[config.mk]
export PLATFORM = sky130hd
export DESIGN_NAME = wb_arb_flat
export DESIGN_NICKNAME = d
export VERILOG_FILES = /design/src/rtl/wb_arb_pkg.sv /design/src/rtl/wb_arb_if.sv /design/src/rtl/wb_rr_pick.sv /design/src/rtl/wb_arb.sv /design/src/flat_wrapper.sv
export SDC_FILE = /design/constraint.sdc
export NUM_CORES = 1
export LEC_CHECK = 0
export ABC_CLOCK_PERIOD_IN_PS = 4690
export CORE_AREA = 3 3 292 294
export DETAILED_ROUTE_END_ITERATION = 6
export DIE_AREA = 0 0 295 297
export HOLD_SLACK_MARGIN = 0.03
export PLACE_DENSITY = 0.45
export SLEW_MARGIN = 0
export SYNTH_ARGS = -nofsm -noshare
export SYNTH_HDL_FRONTEND = slang
export SYNTH_SLANG_ARGS = --single-unit
[constraint.sdc]
create_clock -name clk -period 4.69 [get_ports clk]
set_clock_uncertainty 0.15 [all_clocks]
set_input_delay 1.1725 -clock clk [delete_from_list [all_inputs] [get_ports clk]]
set_output_delay 1.1725 -clock clk [all_outputs]
set_load 0.02 [all_outputs]
[src/rtl/wb_arb_pkg.sv]
// wb_arb_pkg: source indices, request record and a lowest-set-bit helper
// shared by the writeback arbiter and its round-robin picker.
package wb_arb_pkg;
    localparam int WB_SRC_IP0 = 0;
    localparam int WB_SRC_IP1 = 1;
    localparam int WB_SRC_LSP = 2;
    localparam int WB_SRC_MD  = 3;
    localparam int WB_NUM_SRC = 4;

    typedef struct packed {
        logic [4:0]  dst;
        logic [63:0] result;
        logic [63:0] pc;
        logic        wb_en;
    } wb_req_t;

    function automatic logic [1:0] wb_lowest(input logic [WB_NUM_SRC-1:0] m);
        wb_lowest = 2'd0;
        for (int k = WB_NUM_SRC - 1; k >= 0; k--)
            if (m[k]) wb_lowest = 2'(k);
    endfunction
endpackage

[src/rtl/wb_arb_if.sv]
// wb_arb_if: writeback handshake from the four pipes plus the register-file
// write port and retire trace; slave is the arbiter side, master the pipes.
interface wb_arb_if;
    logic [4:0]  ip0_wb_dst, ip1_wb_dst, lsp_wb_dst, md_wb_dst;
    logic [63:0] ip0_wb_result, ip1_wb_result, lsp_wb_result, md_wb_result;
    logic [63:0] ip0_wb_pc, ip1_wb_pc, lsp_wb_pc, md_wb_pc;
    logic        ip0_wb_wb_en, ip1_wb_wb_en, lsp_wb_wb_en, md_wb_wb_en;
    logic        ip0_wb_hipri, ip1_wb_hipri;
    logic        ip0_wb_valid, ip1_wb_valid, lsp_wb_valid, md_wb_valid;
    logic        ip0_wb_ready, ip1_wb_ready, lsp_wb_ready, md_wb_ready;
    logic        wb_hold;
    logic        wb_rf_wen;
    logic [4:0]  wb_rf_dst;
    logic [63:0] wb_rf_value;
    logic        wb_trace_valid;
    logic [63:0] wb_trace_pc;
    logic [63:0] wb_retire_count;

    modport slave (
        input  ip0_wb_dst, ip0_wb_result, ip0_wb_pc, ip0_wb_wb_en, ip0_wb_hipri, ip0_wb_valid,
        input  ip1_wb_dst, ip1_wb_result, ip1_wb_pc, ip1_wb_wb_en, ip1_wb_hipri, ip1_wb_valid,
        input  lsp_wb_dst, lsp_wb_result, lsp_wb_pc, lsp_wb_wb_en, lsp_wb_valid,
        input  md_wb_dst, md_wb_result, md_wb_pc, md_wb_wb_en, md_wb_valid,
        input  wb_hold,
        output ip0_wb_ready, ip1_wb_ready, lsp_wb_ready, md_wb_ready,
        output wb_rf_wen, wb_rf_dst, wb_rf_value, wb_trace_valid, wb_trace_pc, wb_retire_count
    );

    modport master (
        output ip0_wb_dst, ip0_wb_result, ip0_wb_pc, ip0_wb_wb_en, ip0_wb_hipri, ip0_wb_valid,
        output ip1_wb_dst, ip1_wb_result, ip1_wb_pc, ip1_wb_wb_en, ip1_wb_hipri, ip1_wb_valid,
        output lsp_wb_dst, lsp_wb_result, lsp_wb_pc, lsp_wb_wb_en, lsp_wb_valid,
        output md_wb_dst, md_wb_result, md_wb_pc, md_wb_wb_en, md_wb_valid,
        output wb_hold,
        input  ip0_wb_ready, ip1_wb_ready, lsp_wb_ready, md_wb_ready,
        input  wb_rf_wen, wb_rf_dst, wb_rf_value, wb_trace_valid, wb_trace_pc, wb_retire_count
    );
endinterface

[src/rtl/wb_rr_pick.sv]
// wb_rr_pick: combinational 4-way round-robin picker; the source after ptr
// has highest priority and ptr itself the lowest.
module wb_rr_pick
    import wb_arb_pkg::*;
(
    input  logic [WB_NUM_SRC-1:0] valid,
    input  logic [1:0]            ptr,
    output logic [WB_NUM_SRC-1:0] gnt,
    output logic [1:0]            idx
);
    always_comb begin
        idx = ptr;
        for (int k = WB_NUM_SRC; k >= 1; k--)
            if (valid[ptr + 2'(k)]) idx = ptr + 2'(k);
        gnt = |valid ? WB_NUM_SRC'(1) << idx : '0;
    end
endmodule

[src/rtl/wb_arb.sv]
// wb_arb: writeback arbiter granting one of ip0/ip1/lsp/md per cycle to a
// registered register-file write port, with starvation override and retire count.
module wb_arb
    import wb_arb_pkg::*;
#(
    parameter int STARVE_LIMIT = 8,
    parameter int CNT_W        = 4
) (
    input logic     clk,
    input logic     rst,
    wb_arb_if.slave bus
);
    localparam logic [CNT_W-1:0] LIM = CNT_W'(STARVE_LIMIT);

    wb_req_t               req [WB_NUM_SRC];
    wb_req_t               sel;
    logic [CNT_W-1:0]      starve [WB_NUM_SRC];
    logic [WB_NUM_SRC-1:0] valid, hipri, starved, rr_gnt, gnt;
    logic [1:0]            rr_ptr, rr_idx, gnt_idx;
    logic                  active, gnt_any;

    assign req[WB_SRC_IP0] = '{bus.ip0_wb_dst, bus.ip0_wb_result, bus.ip0_wb_pc, bus.ip0_wb_wb_en};
    assign req[WB_SRC_IP1] = '{bus.ip1_wb_dst, bus.ip1_wb_result, bus.ip1_wb_pc, bus.ip1_wb_wb_en};
    assign req[WB_SRC_LSP] = '{bus.lsp_wb_dst, bus.lsp_wb_result, bus.lsp_wb_pc, bus.lsp_wb_wb_en};
    assign req[WB_SRC_MD]  = '{bus.md_wb_dst, bus.md_wb_result, bus.md_wb_pc, bus.md_wb_wb_en};

    assign valid   = {bus.md_wb_valid, bus.lsp_wb_valid, bus.ip1_wb_valid, bus.ip0_wb_valid};
    assign hipri   = {2'b00, bus.ip1_wb_hipri, bus.ip0_wb_hipri} & valid;
    assign active  = rst && !bus.wb_hold;
    assign gnt_any = active && |valid;

    wb_rr_pick u_pick (.valid(valid), .ptr(rr_ptr), .gnt(rr_gnt), .idx(rr_idx));

    // Starvation beats hipri, which beats round-robin.
    always_comb begin
        for (int k = 0; k < WB_NUM_SRC; k++)
            starved[k] = valid[k] && starve[k] == LIM;
        gnt_idx = |starved ? wb_lowest(starved) : |hipri ? wb_lowest(hipri) : rr_idx;
        gnt     = !gnt_any ? '0 : (|starved || |hipri) ? WB_NUM_SRC'(1) << gnt_idx : rr_gnt;
        sel     = req[gnt_idx];
    end

    assign bus.ip0_wb_ready = active && (!valid[WB_SRC_IP0] || gnt[WB_SRC_IP0]);
    assign bus.ip1_wb_ready = active && (!valid[WB_SRC_IP1] || gnt[WB_SRC_IP1]);
    assign bus.lsp_wb_ready = active && (!valid[WB_SRC_LSP] || gnt[WB_SRC_LSP]);
    assign bus.md_wb_ready  = active && (!valid[WB_SRC_MD] || gnt[WB_SRC_MD]);

    // Refusals during wb_hold still count toward starvation.
    always_ff @(posedge clk or negedge rst)
        if (!rst)
            for (int k = 0; k < WB_NUM_SRC; k++) starve[k] <= '0;
        else
            for (int k = 0; k < WB_NUM_SRC; k++)
                starve[k] <= (!valid[k] || gnt[k]) ? '0 : starve[k] + CNT_W'(starve[k] != LIM);

    always_ff @(posedge clk or negedge rst)
        if (!rst) begin
            rr_ptr              <= 2'd3;
            bus.wb_rf_wen       <= 1'b0;
            bus.wb_rf_dst       <= '0;
            bus.wb_rf_value     <= '0;
            bus.wb_trace_valid  <= 1'b0;
            bus.wb_trace_pc     <= '0;
            bus.wb_retire_count <= '0;
        end else begin
            bus.wb_rf_wen      <= gnt_any && sel.wb_en && sel.dst != 5'd0;
            bus.wb_trace_valid <= gnt_any;
            if (gnt_any) begin
                rr_ptr              <= gnt_idx;
                bus.wb_rf_dst       <= sel.dst;
                bus.wb_rf_value     <= sel.result;
                bus.wb_trace_pc     <= sel.pc;
                bus.wb_retire_count <= bus.wb_retire_count + 64'd1;
            end
        end
endmodule

[src/flat_wrapper.sv]
// flat-port wrapper written by rule: the top's interface ports become plain ports
module wb_arb_flat import wb_arb_pkg::*;
#(
    parameter int STARVE_LIMIT = 8,
    parameter int CNT_W        = 4
)
  (clk, rst, bus_ip0_wb_dst, bus_ip0_wb_result, bus_ip0_wb_pc, bus_ip0_wb_wb_en, bus_ip0_wb_hipri, bus_ip0_wb_valid, bus_ip1_wb_dst, bus_ip1_wb_result, bus_ip1_wb_pc, bus_ip1_wb_wb_en, bus_ip1_wb_hipri, bus_ip1_wb_valid, bus_lsp_wb_dst, bus_lsp_wb_result, bus_lsp_wb_pc, bus_lsp_wb_wb_en, bus_lsp_wb_valid, bus_md_wb_dst, bus_md_wb_result, bus_md_wb_pc, bus_md_wb_wb_en, bus_md_wb_valid, bus_wb_hold, bus_ip0_wb_ready, bus_ip1_wb_ready, bus_lsp_wb_ready, bus_md_wb_ready, bus_wb_rf_wen, bus_wb_rf_dst, bus_wb_rf_value, bus_wb_trace_valid, bus_wb_trace_pc, bus_wb_retire_count);
  wb_arb_if bus_i ();
  input logic clk;
  input logic rst;
  input wire logic [$bits(bus_i.ip0_wb_dst)-1:0] bus_ip0_wb_dst;
  input wire logic [$bits(bus_i.ip0_wb_result)-1:0] bus_ip0_wb_result;
  input wire logic [$bits(bus_i.ip0_wb_pc)-1:0] bus_ip0_wb_pc;
  input wire logic [$bits(bus_i.ip0_wb_wb_en)-1:0] bus_ip0_wb_wb_en;
  input wire logic [$bits(bus_i.ip0_wb_hipri)-1:0] bus_ip0_wb_hipri;
  input wire logic [$bits(bus_i.ip0_wb_valid)-1:0] bus_ip0_wb_valid;
  input wire logic [$bits(bus_i.ip1_wb_dst)-1:0] bus_ip1_wb_dst;
  input wire logic [$bits(bus_i.ip1_wb_result)-1:0] bus_ip1_wb_result;
  input wire logic [$bits(bus_i.ip1_wb_pc)-1:0] bus_ip1_wb_pc;
  input wire logic [$bits(bus_i.ip1_wb_wb_en)-1:0] bus_ip1_wb_wb_en;
  input wire logic [$bits(bus_i.ip1_wb_hipri)-1:0] bus_ip1_wb_hipri;
  input wire logic [$bits(bus_i.ip1_wb_valid)-1:0] bus_ip1_wb_valid;
  input wire logic [$bits(bus_i.lsp_wb_dst)-1:0] bus_lsp_wb_dst;
  input wire logic [$bits(bus_i.lsp_wb_result)-1:0] bus_lsp_wb_result;
  input wire logic [$bits(bus_i.lsp_wb_pc)-1:0] bus_lsp_wb_pc;
  input wire logic [$bits(bus_i.lsp_wb_wb_en)-1:0] bus_lsp_wb_wb_en;
  input wire logic [$bits(bus_i.lsp_wb_valid)-1:0] bus_lsp_wb_valid;
  input wire logic [$bits(bus_i.md_wb_dst)-1:0] bus_md_wb_dst;
  input wire logic [$bits(bus_i.md_wb_result)-1:0] bus_md_wb_result;
  input wire logic [$bits(bus_i.md_wb_pc)-1:0] bus_md_wb_pc;
  input wire logic [$bits(bus_i.md_wb_wb_en)-1:0] bus_md_wb_wb_en;
  input wire logic [$bits(bus_i.md_wb_valid)-1:0] bus_md_wb_valid;
  input wire logic [$bits(bus_i.wb_hold)-1:0] bus_wb_hold;
  output wire logic [$bits(bus_i.ip0_wb_ready)-1:0] bus_ip0_wb_ready;
  output wire logic [$bits(bus_i.ip1_wb_ready)-1:0] bus_ip1_wb_ready;
  output wire logic [$bits(bus_i.lsp_wb_ready)-1:0] bus_lsp_wb_ready;
  output wire logic [$bits(bus_i.md_wb_ready)-1:0] bus_md_wb_ready;
  output wire logic [$bits(bus_i.wb_rf_wen)-1:0] bus_wb_rf_wen;
  output wire logic [$bits(bus_i.wb_rf_dst)-1:0] bus_wb_rf_dst;
  output wire logic [$bits(bus_i.wb_rf_value)-1:0] bus_wb_rf_value;
  output wire logic [$bits(bus_i.wb_trace_valid)-1:0] bus_wb_trace_valid;
  output wire logic [$bits(bus_i.wb_trace_pc)-1:0] bus_wb_trace_pc;
  output wire logic [$bits(bus_i.wb_retire_count)-1:0] bus_wb_retire_count;
  assign bus_i.ip0_wb_dst = bus_ip0_wb_dst;
  assign bus_i.ip0_wb_result = bus_ip0_wb_result;
  assign bus_i.ip0_wb_pc = bus_ip0_wb_pc;
  assign bus_i.ip0_wb_wb_en = bus_ip0_wb_wb_en;
  assign bus_i.ip0_wb_hipri = bus_ip0_wb_hipri;
  assign bus_i.ip0_wb_valid = bus_ip0_wb_valid;
  assign bus_i.ip1_wb_dst = bus_ip1_wb_dst;
  assign bus_i.ip1_wb_result = bus_ip1_wb_result;
  assign bus_i.ip1_wb_pc = bus_ip1_wb_pc;
  assign bus_i.ip1_wb_wb_en = bus_ip1_wb_wb_en;
  assign bus_i.ip1_wb_hipri = bus_ip1_wb_hipri;
  assign bus_i.ip1_wb_valid = bus_ip1_wb_valid;
  assign bus_i.lsp_wb_dst = bus_lsp_wb_dst;
  assign bus_i.lsp_wb_result = bus_lsp_wb_result;
  assign bus_i.lsp_wb_pc = bus_lsp_wb_pc;
  assign bus_i.lsp_wb_wb_en = bus_lsp_wb_wb_en;
  assign bus_i.lsp_wb_valid = bus_lsp_wb_valid;
  assign bus_i.md_wb_dst = bus_md_wb_dst;
  assign bus_i.md_wb_result = bus_md_wb_result;
  assign bus_i.md_wb_pc = bus_md_wb_pc;
  assign bus_i.md_wb_wb_en = bus_md_wb_wb_en;
  assign bus_i.md_wb_valid = bus_md_wb_valid;
  assign bus_i.wb_hold = bus_wb_hold;
  assign bus_ip0_wb_ready = bus_i.ip0_wb_ready;
  assign bus_ip1_wb_ready = bus_i.ip1_wb_ready;
  assign bus_lsp_wb_ready = bus_i.lsp_wb_ready;
  assign bus_md_wb_ready = bus_i.md_wb_ready;
  assign bus_wb_rf_wen = bus_i.wb_rf_wen;
  assign bus_wb_rf_dst = bus_i.wb_rf_dst;
  assign bus_wb_rf_value = bus_i.wb_rf_value;
  assign bus_wb_trace_valid = bus_i.wb_trace_valid;
  assign bus_wb_trace_pc = bus_i.wb_trace_pc;
  assign bus_wb_retire_count = bus_i.wb_retire_count;
  wb_arb #(.STARVE_LIMIT(STARVE_LIMIT), .CNT_W(CNT_W)) u_core (.clk(clk), .rst(rst), .bus(bus_i));
endmodule
==> metrics.log <==
[metrics] die outline area: 87,600 um^2
[metrics] sequential share of power: 0.317
[metrics] fraction of layout instances using a drive strength above 1: 0.0637
[metrics] row cnt: 106
[metrics] start point of the worst min-delay path: u_core.bus.wb_retire_count[63]
[metrics] net count of the mapped netlist: 1,695
[metrics] final count of pins violating max slew: 0
[metrics] htree depth: 1
[metrics] number of buffers and inverters on the critical path: 7
[metrics] kind of launch point of the worst setup path: input port
[metrics] number of failing setup endpoints in the final timing report: 0
[metrics] worst max-slew margin expressed relative to the limit: 0.298
[metrics] RSZ-0062 raised after global routing: yes
[metrics] count of different cell masters after synthesis: 51
[metrics] worst-case reg-to-reg path depth: 11
[metrics] required time of the worst setup path: 3370 ps
[metrics] placed cell areas: 21,100 um^2
[metrics] hold violation total from the final report: 0
[metrics] CTS tree: built
[metrics] Setup WS pre-CTS: -341 ps
[metrics] number of nets in the layout: 2,434
[metrics] Core Util, Final: 0.265
[metrics] time the final worst path needs with I/O delays and setup: 4590 ps
[metrics] detailed-placement wirelength estimate: 52,900 um
[metrics] end of the worst register-to-register path: u_core.bus.wb_trace_pc[8]
[metrics] slowest cell delay on critical path: 520 ps
[metrics] core area: 83,200 um^2
[metrics] share of power burned in combinational logic: 0.403
[metrics] number of buffer cells added on primary ports: 747
[metrics] Worst Setup Path Type: in -> out
[metrics] number of buffers inserted during clock tree synthesis: 29
[metrics] Clock Tree Buf Depth: 3
[metrics] total global-route track usage: 0.144
[metrics] count of TritonRoute iterations in the first routing pass: 7
[metrics] final worst setup slack: 97.9 ps
[metrics] cell type with the highest occurrence count on the critical path: buf_4
[metrics] die height: 297 um
[metrics] worst-case vdd ir drop: 0.000253 V
[metrics] CP Max Fanout: 6
[metrics] outcome: complete, no violations
[metrics] post-detailed-route DRC marker count: 0
[metrics] number of primary I/O pins: 748
[metrics] endpoint class of the critical path: output port
[metrics] Crit path max-delay family: buffers and inverters
[metrics] origin of the critical flop-to-flop path: u_core.starve[5]
[metrics] Power, Total: 7.76 mW
[metrics] HP Class: reg -> reg
[metrics] worst-skew pair later-pin latency: 570 ps
[metrics] area grow syn2layout: 80.5%
[metrics] antenna violations before repair: 14
[metrics] Crit path arrival time: 3270 ps
[metrics] largest net degree at the start of global routing: 112
[metrics] sequential share of the synthesized area: 0.444
[metrics] internal power: 5.05 mW
[metrics] die width: 295 um
[metrics] Post-synth EDFFs: 0
[metrics] final design instance area without fill: 22,100 um^2
[metrics] final cycle utilization of the critical path: 0.979
[metrics] Yosys warnings: 0
[metrics] post-synthesis area per instance: 10.7 um^2
[metrics] Overflow after GRT: 0
[metrics] number of instances on the worst hold path: 1
[metrics] commonest non-fill, non-tap cells in the layout: clkdlybuf4s50_1, mux2i_1, dfrtp_1, nand2_1, o221ai_1
[metrics] most frequent standard cell in the layout excluding fill and tap cells: clkdlybuf4s50_1
[metrics] Post-Synthesis Cells: 1,141
[metrics] slowest cell on the critical path: clkdlybuf4s50_1
[metrics] worst hold path endpoint: u_core.bus.wb_retire_count[63]
[metrics] number of max-cap violations: 0
[metrics] CTS root buffer: clkbuf_16
[metrics] vias in the first global route: 13,600
[metrics] proportion of register bits with asynchronous set or reset after synthesis: 1.00
[metrics] transition at the pin with the smallest max-transition slack: 1050 ps
[metrics] crit path cell chain: clkdlybuf4s50_1, buf_6, inv_1, o2bb2a_1, buf_4, o21a_1, buf_4, a41oi_2, buf_4, nor2_1, buf_4
[metrics] wire per inst: 22.1 um
[metrics] Switching Fraction: 0.349
[metrics] Leakage: 9.29 nW
[metrics] slack of the worst reg-to-reg path: 720 ps
[metrics] Syn Std Cell Area: 12,200 um^2
[metrics] flip-flop cell with the highest count after synthesis: dfrtp_1
[metrics] Post-Route WL: 66,000 um
[metrics] number of synthesized register bits: 217
[metrics] power density normalized to cell area: 352 nW/um^2
[metrics] FMAX: 0.218 GHz
[metrics] DR iter-0 viols: 446
[metrics] switching power of the nets: 2.71 mW
[metrics] CTS Sinks: 217
[metrics] first-pass GRT wire length: 94,600 um
[metrics] ANT nets after route: 0
[metrics] starting density of the core: 0.147
[metrics] post-CTS clock slew at the launch and capture registers of the worst setup and hold paths: 60 ps
[metrics] drt via density: 4.16
[metrics] count of vias placed by the detailed router: 12,400
[metrics] power share of the clock group: 0.280
[metrics] global placer's final weighted congestion: 0.836
## how the worst max path moves through the flow
stage	start	endpoint	slack, ps	cells past startpoint
after floorplan	bus_ip1_wb_valid	bus_ip1_wb_ready	450	9
after global placement	bus_lsp_wb_valid	bus_ip0_wb_ready	-330	8
after detailed placement	bus_lsp_wb_valid	bus_ip0_wb_ready	-340	8
after CTS	bus_md_wb_valid	bus_ip1_wb_ready	20	10
after global routing	bus_ip1_wb_valid	bus_lsp_wb_ready	-20	11
final	bus_ip0_wb_valid	bus_lsp_wb_ready	100	11
## cell type report
cell class	instances	area (um^2)
multi-input combinational	825	6430
clock buffer	43	848
tap	1080	1350
sequential	217	5430
fill	8708	61100
antenna	3	7.51
clock inverter	7	60.1
timing repair buffer	795	7900
inverter	12	45.0
## flip-flops by register name, indices dropped and copies added, names as in the netlist
signal,count
u_core.bus.wb_rf_dst,5
u_core.bus.wb_trace_pc,64
u_core.bus.wb_retire_count,64
u_core.rr_ptr,2
u_core.bus.wb_trace_valid,1
u_core.bus.wb_rf_wen,1
u_core.bus.wb_rf_value,64
u_core.starve,16
## repair_timing
| action | in CTS | in global routing |
|---|---|---|
| buffers inserted | 0 | 2 |
| pin swaps | 0 | 5 |
| hold buffers | 0 | 0 |
| endpoints found under the setup margin | 4 | 4 |
| gates cloned | 0 | 0 |
| gates resized for setup | 6 | 16 |
| hold endpoints to repair | 0 | 0 |
## Yosys cell counts (15+ instances only)
| cell | instances | area share |
|---|---|---|
| and2_1 | 17 | 0.0087 |
| buf_2 | 24 | 0.0098 |
| buf_4 | 18 | 0.011 |
| clkbuf_1 | 42 | 0.013 |
| dfrtp_1 | 215 | 0.44 |
| mux2i_1 | 268 | 0.22 |
| nand2_1 | 170 | 0.052 |
| nand3_1 | 30 | 0.012 |
| nand4_1 | 21 | 0.011 |
| nor2_1 | 18 | 0.0055 |
| o221ai_1 | 135 | 0.097 |
| xnor2_1 | 56 | 0.040 |
| xor2_1 | 15 | 0.011 |
## power groups by stage
stage,sequential [mW],clock (mW),combinational [mW]
detailed placement,2.49,0,3.16
CTS,2.46,2.28,3.18
finish,2.46,2.17,3.13
floorplan,2.84,0,1.04
global route,2.51,2.34,3.33
global placement,2.48,0,3.14
## routing by layer
metal  global-route usage  up-vias  share of wire
met5                    0        -        0.00095
met4               0.0228       10          0.017
met3               0.0440       65          0.078
met2                0.265      475           0.51
met1                0.165     6088           0.39
li1                     -     5759              -
## worst register-to-register path: cells and delay by family, from the launching register on
kind | cells | cell delay [ps]
buffers and inverters | 5 | 1360
AOI/OAI and AO/OA | 4 | 790
muxes | 1 | 590
and+or+nand+nor | 1 | 530
DFF | 1 | 410
## cell families after synthesis
kind of cell               synth area share
DFF                                   0.444
adders and majority gates           0.00921
xor gates and xnor gates             0.0508
buffers and inverters                0.0390
and+or+nand+nor                       0.117
AOI/OAI and AO/OA                     0.120
muxes                                 0.220
## through the flow
step	hold slack (ps)	TNS, ps	std cells
after floorplan	407	0	1141
after global placement	316	-681	2927
after detailed placement	322	-987	2927
after CTS	332	0	2977
after global routing	338	-20.1	2981
final	329	0	2982
Power figures use the tool's default switching activity.
